### src/rtl/piso_stream.sv
// Parallel-in serial-out stage: wide words in, narrow beats out LSB slice first.
// A one-word holding buffer keeps the output stream gap-free across word boundaries.
module piso_stream #(
    parameter int DATA_IN_WIDTH  = 64,
    parameter int DATA_OUT_WIDTH = 16
) (
    input  logic                      clk,
    input  logic                      rst_n,
    input  logic                      in_valid,
    output logic                      in_ready,
    input  logic [DATA_IN_WIDTH-1:0]  data_in,
    output logic                      out_valid,
    input  logic                      out_ready,
    output logic [DATA_OUT_WIDTH-1:0] data_out,
    output logic                      out_last,
    output logic                      busy
);

    localparam int NUM_SHIFTS = DATA_IN_WIDTH / DATA_OUT_WIDTH;
    localparam int CNT_W      = $clog2(NUM_SHIFTS) + 1;
    localparam logic [CNT_W-1:0] CNT_FULL = CNT_W'(NUM_SHIFTS);
    localparam logic [CNT_W-1:0] CNT_ONE  = CNT_W'(1);
    localparam logic [CNT_W-1:0] CNT_ZERO = '0;

    if (DATA_IN_WIDTH % DATA_OUT_WIDTH != 0) begin : g_width_check
        $error("piso_stream: DATA_IN_WIDTH must be a multiple of DATA_OUT_WIDTH");
    end

    logic [DATA_IN_WIDTH-1:0] sr;
    logic [DATA_IN_WIDTH-1:0] sr_next;
    logic [DATA_IN_WIDTH-1:0] hb;
    logic [DATA_IN_WIDTH-1:0] hb_next;
    logic [CNT_W-1:0]         cnt;
    logic [CNT_W-1:0]         cnt_next;
    logic                     hb_valid;
    logic                     hb_valid_next;
    logic                     in_fire;
    logic                     out_fire;

    // in_ready is a pure function of registered state, never of out_ready.
    assign in_ready  = !hb_valid;
    assign out_valid = (cnt != CNT_ZERO);
    assign out_last  = out_valid && (cnt == CNT_ONE);
    assign busy      = out_valid || hb_valid;
    assign data_out  = sr[DATA_OUT_WIDTH-1:0];

    assign in_fire  = in_valid && in_ready;
    assign out_fire = out_valid && out_ready;

    always_comb begin
        sr_next       = sr;
        hb_next       = hb;
        cnt_next      = cnt;
        hb_valid_next = hb_valid;
        if (cnt == CNT_ZERO) begin
            if (in_fire) begin
                sr_next  = data_in;
                cnt_next = CNT_FULL;
            end
        end else if (out_fire) begin
            if (cnt > CNT_ONE) begin
                sr_next  = sr >> DATA_OUT_WIDTH;
                cnt_next = cnt - CNT_ONE;
                if (in_fire) begin
                    hb_next       = data_in;
                    hb_valid_next = 1'b1;
                end
            end else if (hb_valid) begin
                sr_next       = hb;
                cnt_next      = CNT_FULL;
                hb_valid_next = 1'b0;
            end else if (in_fire) begin
                // Final beat leaving while a word arrives: load it straight into SR.
                sr_next  = data_in;
                cnt_next = CNT_FULL;
            end else begin
                cnt_next = CNT_ZERO;
            end
        end else if (in_fire) begin
            hb_next       = data_in;
            hb_valid_next = 1'b1;
        end
    end

    always_ff @(posedge clk) begin
        if (!rst_n) begin
            sr       <= '0;
            hb       <= '0;
            cnt      <= CNT_ZERO;
            hb_valid <= 1'b0;
        end else begin
            sr       <= sr_next;
            hb       <= hb_next;
            cnt      <= cnt_next;
            hb_valid <= hb_valid_next;
        end
    end

endmodule

### config.mk
export PLATFORM = sky130hd
export DESIGN_NAME = piso_stream
export DESIGN_NICKNAME = d
export VERILOG_FILES = /design/src/rtl/piso_stream.sv
export SDC_FILE = /design/constraint.sdc
export NUM_CORES = 1
export LEC_CHECK = 0
export CAP_MARGIN = 20
export CELL_PAD_IN_SITES_DETAIL_PLACEMENT = 0
export CELL_PAD_IN_SITES_GLOBAL_PLACEMENT = 1
export CORE_MARGIN = 8
export CORE_UTILIZATION = 45
export CTS_BUF_LIST = sky130_fd_sc_hd__clkbuf_2
export CTS_CLUSTER_SIZE = 20
export DETAILED_ROUTE_END_ITERATION = 8
export PLACE_DENSITY_LB_ADDON = 0.1
export SYNTH_ARGS = -nofsm -noshare
export SYNTH_HDL_FRONTEND = slang
export SYNTH_SLANG_ARGS = --single-unit
### constraint.sdc
create_clock -name clk -period 4 [get_ports clk]
set_clock_uncertainty 0.2 [all_clocks]
set_input_delay 0.6 -clock clk [delete_from_list [all_inputs] [get_ports clk]]
set_output_delay 0.6 -clock clk [all_outputs]
set_load 0.02 [all_outputs]
### Word-level counts from Yosys, hierarchy flattened

Index checks and enable logic that the tools add are counted.

| word-level totals | value |
|---|---|
| input port bits | 68 |
| register bits after elaboration | 132 |

| operators by class | value |
|---|---|
| order comparisons | 1 |
| add/subtract/negate cells | 1 |
| equality and inequality tests | 3 |
| reductions and logical operators | 10 |
| bitwise operators | 1 |
| multiplexer cells | 17 |

Operator list:

| cell | number |
|---|---|
| $mux W64 | 8 |
| $mux W3 | 6 |
| $reduce_and A2 Y1 | 2 |
| $eq A3 B1 Y1 const B | 1 |
| $gt A3 B1 Y1 const B | 1 |
| $logic_and A1 B1 Y1 | 3 |
| $logic_not A3 Y1 | 1 |
| $mux W1 | 3 |
| $reduce_bool A3 Y1 | 1 |
| $sub A3 B1 Y3 const B | 1 |
| $ne A2 B1 Y1 const B | 1 |
| $ne A2 B2 Y1 const B | 1 |
| $reduce_bool A2 Y1 | 1 |
| $logic_not A1 Y1 | 1 |
| $logic_or A1 B1 Y1 | 1 |
| $not A1 Y1 | 1 |

### Depth between registers and ports, before layout

| logic depth | value |
|---|---|
| depth in word-level cells | 7 |
| gate-level depth with buffers | 9 |

### Worst setup path before layout

No wires, ideal clock.

| timing path | value |
|---|---|
| path kind | register to register |
| start point | register cnt[0] |
| end point | register sr[12] |
| setup slack | 1.768 ns |
| data required time | 3.678 ns |
| cell stages (with the launch flop) | 10 |
| path buffers | 3 |
| arrival time | 1.910 ns |
| cells stage by stage | dfxtp_1 -> inv_1 -> ha_1 -> buf_2 -> nand2b_1 -> a21oi_2 -> buf_2 -> buf_4 -> a22o_1 -> a221o_1 |

| on the way | value |
|---|---|
| elaborated cells between the ends (all ways) | 8 |
| those cells by class | 1 x order compare; 3 x mux; 4 x reduce/logical |

RTL lines:

| element | RTL line | source |
|---|---|---|
| from (decl) | 33 | `logic [CNT_W-1:0] cnt;` |
| from (signal assigned) | 94 | `cnt <= cnt_next;` |
| $reduce_bool A3 Y1 | 42 | `assign out_valid = (cnt != CNT_ZERO);` |
| net out_valid | 12 | `output logic out_valid,` |
| $logic_and A1 B1 Y1 | 48 | `assign out_fire = out_valid && out_ready;` |
| $reduce_bool A2 Y1 (no line) | -- |  |
| to (signal assigned) | 92 | `sr <= sr_next;` |
| to (decl) | 29 | `logic [DATA_IN_WIDTH-1:0] sr;` |

The timed path passes the listed nets, and every way through them passes these cells. The select of a mux whose other input is x is not followed.
A chain may end at the register's enable or synchronous reset.

### Worst setup path after layout

| timing path | value |
|---|---|
| start point | register cnt[0] |
| end point | output out_last |

| on the way | value |
|---|---|
| cells in the longest elaborated chain, start to end | 2 |
| elaborated cells between the ends (all ways) | 3 |
| those cells by class | 1 x eq/ne; 2 x reduce/logical |

Ends and longest elaborated chain:

| element | RTL line | source |
|---|---|---|
| $eq A3 B1 Y1 or $reduce_bool A3 Y1 (tied branches) | 43, 42 |  |
| $logic_and A1 B1 Y1 (*) | 43 | `assign out_last = out_valid && (cnt == CNT_ONE);` |
| to (decl) | 15 | `output logic out_last,` |

Mark *: on every way between the ends. The rest lies on a longest branch, timed or not.

==> Flow_metrics.wiki <==
{| class="wikitable"
! Metric !! Value
|-
| Total number of vias || 6129
|-
| Type of the worst setup path || reg2out
|-
| Final critical delay including setup and external delays || 3222 ps
|-
| Boundary pin count || 88
|-
| FILL cells || 1387
|-
| Max FO, Critical Path || 8
|-
| Sequential-to-total area share from yosys stat || 37.78%
|-
| Share of layout cells above drive strength 1 || 11.60%
|-
| Via count of the first global-routing pass || 5849
|-
| Number of enable flip-flop cells after synthesis || 0
|-
| Clock transition at the registers of the reported paths || 190 ps
|-
| FF+latch area || 2644 um2
|-
| Maximum VDD drop || 0.2654 mV
|-
| Total number of clock tree sinks || 132
|-
| Multi-input combinational cell area || 3856 um2
|-
| Netlist Area Pre-Place || 6994 um2
|-
| Top flip-flop cell by instance count after synthesis || dfxtp_1
|-
| TritonCTS clock tree || built
|-
| Leakage power || 2.899 nW
|-
| Top post-synthesis cells by area || dfxtp_1, nand2_1, mux2_2, a221o_1, a21boi_1
|-
| Via count normalized by instance count || 5.837
|-
| Most common cell in the netlist || nand2_1
|-
| Final cell count without fillers || 1050
|-
| Number of maximum-capacitance violations || 0
|-
| Placed wire-length estimate after detailed placement || 12290 um
|-
| Total CTS buffers || 17
|-
| Net count reported at finish || 920
|-
| Final critical-path setup slack || 778.2 ps
|-
| Maximum number of buffers from clock root to sink || 2
|-
| # placed instances || 1017
|-
| Maximum number of pins on one net before global-route repair || 99
|-
| Tightest slew margin relative to the limit || 38.34%
|-
| Nature of the critical path startpoint || flip-flop
|-
| Antenna Violating Nets Remaining || 0
|-
| DR pass1 iterations || 6
|-
| Highest clock frequency the design can meet || 310.4 MHz
|-
| Setup TNS after final layout || 0 ps
|-
| Final Power || 4.086 mW
|-
| Number of cells produced by synthesis || 823
|-
| Max Slew Vio Count || 0
|-
| Synth cell types || 32
|-
| Relative area change from synthesis to final layout || 14.44%
|-
| Transition at the pin with the smallest max-transition slack || 924.9 ps
|-
| Total of warnings raised by yosys || 0
|-
| Critical path data required time || 3200 ps
|-
| Arr. time, crit path || 2420 ps
|-
| Number of hold violations in the final report || 0
|-
| Antenna Cells || 0
|-
| Top post-synthesis cells by count || nand2_1, dfxtp_1, a21boi_1
|-
| Antenna violations before repair || 1
|-
| Postcts setup bufs || 0
|-
| Height of the die || 140.7 um
|-
| Initial core utilization || 46.01%
|-
| Largest area contributor in the synthesized netlist || dfxtp_1
|-
| Overall track demand over capacity in global routing || 20.81%
|-
| Unrepaired setup endpoints after global routing || false
|-
| CTS H-tree depth || 4
|-
| Fraction of post-synthesis cell area in the top cell type by area || 37.78%
|-
| Number of design rule violations left after detail routing || 0
|-
| Area of the die || 19790 um2
|-
| Area of the placeable core || 15200 um2
|-
| Routed len/inst || 19.84 um
|-
| Final cycle utilization of the critical path || 80.55%
|-
| Count of state elements after synthesis || 132
|-
| Placer Congestion || 0.7568
|-
| Post-synthesis net count || 894
|-
| Violation count after the first detailed-route iteration || 535
|-
| Mean instance size in the synthesized netlist || 8.498 um2
|-
| Row count || 45
|-
| Root buf cell || clkbuf_2
|-
| DRT Wirelength || 20830 um
|-
| Final setup violation count || 0
|-
| Hold Crit Class || reg2reg
|-
| Clock latency on the worst-skew pair || 700 ps
|-
| Asr flop ratio synth || 0%
|-
| Outcome || finished, final reports clean
|-
| Port-buffer cells || 87
|-
| Total congestion overflow || 0
|-
| Power density of the placed cells || 510.5 nW/um2
|-
| Chip Width || 140.7 um
|-
| Crit end category || primary output
|-
| Global-route wire length before repair || 32820 um
|-
| Pre-CTS setup slack || 946.3 ps
|}
==> cell usage in the layout, fill, tap and decap left out, types with 2 or more instances in the layout <==
cell type and count:
and2_1 2, buf_4 11, clkinv_4 2, nor3b_1 2, clkdlybuf4s50_1 85, clkinv_2 4, bufinv_16 3, a221o_1 47
clkbuf_2 17, mux2i_1 18, dfxtp_1 131, nor2b_1 17, clkinvlp_4 4, a222oi_1 17, mux2_2 47, nand2_1 244
o21ai_0 18, nand2b_1 3, buf_12 3, a21oi_1 50, a21boi_1 61, clkinv_1 2, a22o_1 47, a21boi_0 5
inv_1 4, ha_1 3
==> repair_timing <==
action | 4_1_cts | 5_1_grt
hold buffers | 0 | 1
gates resized for setup | 0 | 0
hold endpoints to repair | 0 | 1
==> cell families (layout without fill, tap and decap cells) <==
| kind of cell | after synthesis | after routing | synth area share [%] |
|---|---|---|---|
| AND/OR/NAND/NOR | 275 | 275 | 16.10 |
| flip-flops | 132 | 132 | 37.78 |
| adder cells (fa/ha/maj) | 3 | 3 | 0.5367 |
| XOR/XNOR | 1 | 1 | 0.1252 |
| multiplexers | 65 | 65 | 10.14 |
| buffers and inverters | 97 | 136 | 7.370 |
| AO/OA/AOI/OAI | 250 | 250 | 27.94 |
==> flip-flops by register name, indices dropped and copies added (netlist names) <==
register	count
cnt	3
hb	64
hb_valid	1
sr	64
==> through the flow <==
stage	hold slack, ps	cell area (um2)	util, %
after global routing	192.7	8004	52.65
after global placement	239.9	7744	50.94
final	265.0	8004	52.65
after CTS	8.419	7994	52.58
after floorplan	235.1	6994	-
after detailed placement	244.7	7744	50.94
==> per-layer routing <==
layer  part of all wire, %  track usage [%]  vias to the layer above
met1                    45            25.90                     2952
met3                   6.1            5.368                       20
met5                 0.082                0                        -
met4                   1.8            7.183                        2
met2                    47            34.21                      172
li1                      -                -                     2983
==> worst paths after layout <==
path,startpoint,endpoint,slack [ps],cells past startpoint
setup / recovery,cnt[0]$_SDFFE_PN0P_,out_last,780,4
hold / removal,hb[49]$_SDFFE_PN0P_,hb[49]$_SDFFE_PN0P_,260,2
setup reg to reg,cnt[0]$_SDFFE_PN0P_,sr[27]$_SDFFE_PN0P_,1310,7
hold reg to reg,hb[49]$_SDFFE_PN0P_,hb[49]$_SDFFE_PN0P_,260,2
==> power by group <==
group | total (mW) | internal [mW] | switching [mW] | leakage [nW]
Sequential | 1.72 | 1.54 | 0.180 | 1.08
Clock | 0.856 | 0.340 | 0.516 | 0.141
Combinational | 1.51 | 0.637 | 0.874 | 1.68
==> cell type report <==
| type | count | area share [%] |
|---|---|---|
| clock buffers | 17 | 1.063 |
| clock inverters | 15 | 2.063 |
| inverters | 4 | 0.1876 |
| multi-input cells | 594 | 48.18 |
| flip-flops and latches | 132 | 33.03 |
| well taps | 188 | 2.939 |
| repair buffers | 100 | 12.54 |
==> critical path, cell delays in order, from the launching register on <==
cell and delay [ps]:
dfxtp_1 400, inv_1 100, ha_1 330, nor3b_1 240, clkdlybuf4s50_1 660
Note: power is estimated with default switching activity, not from simulation.
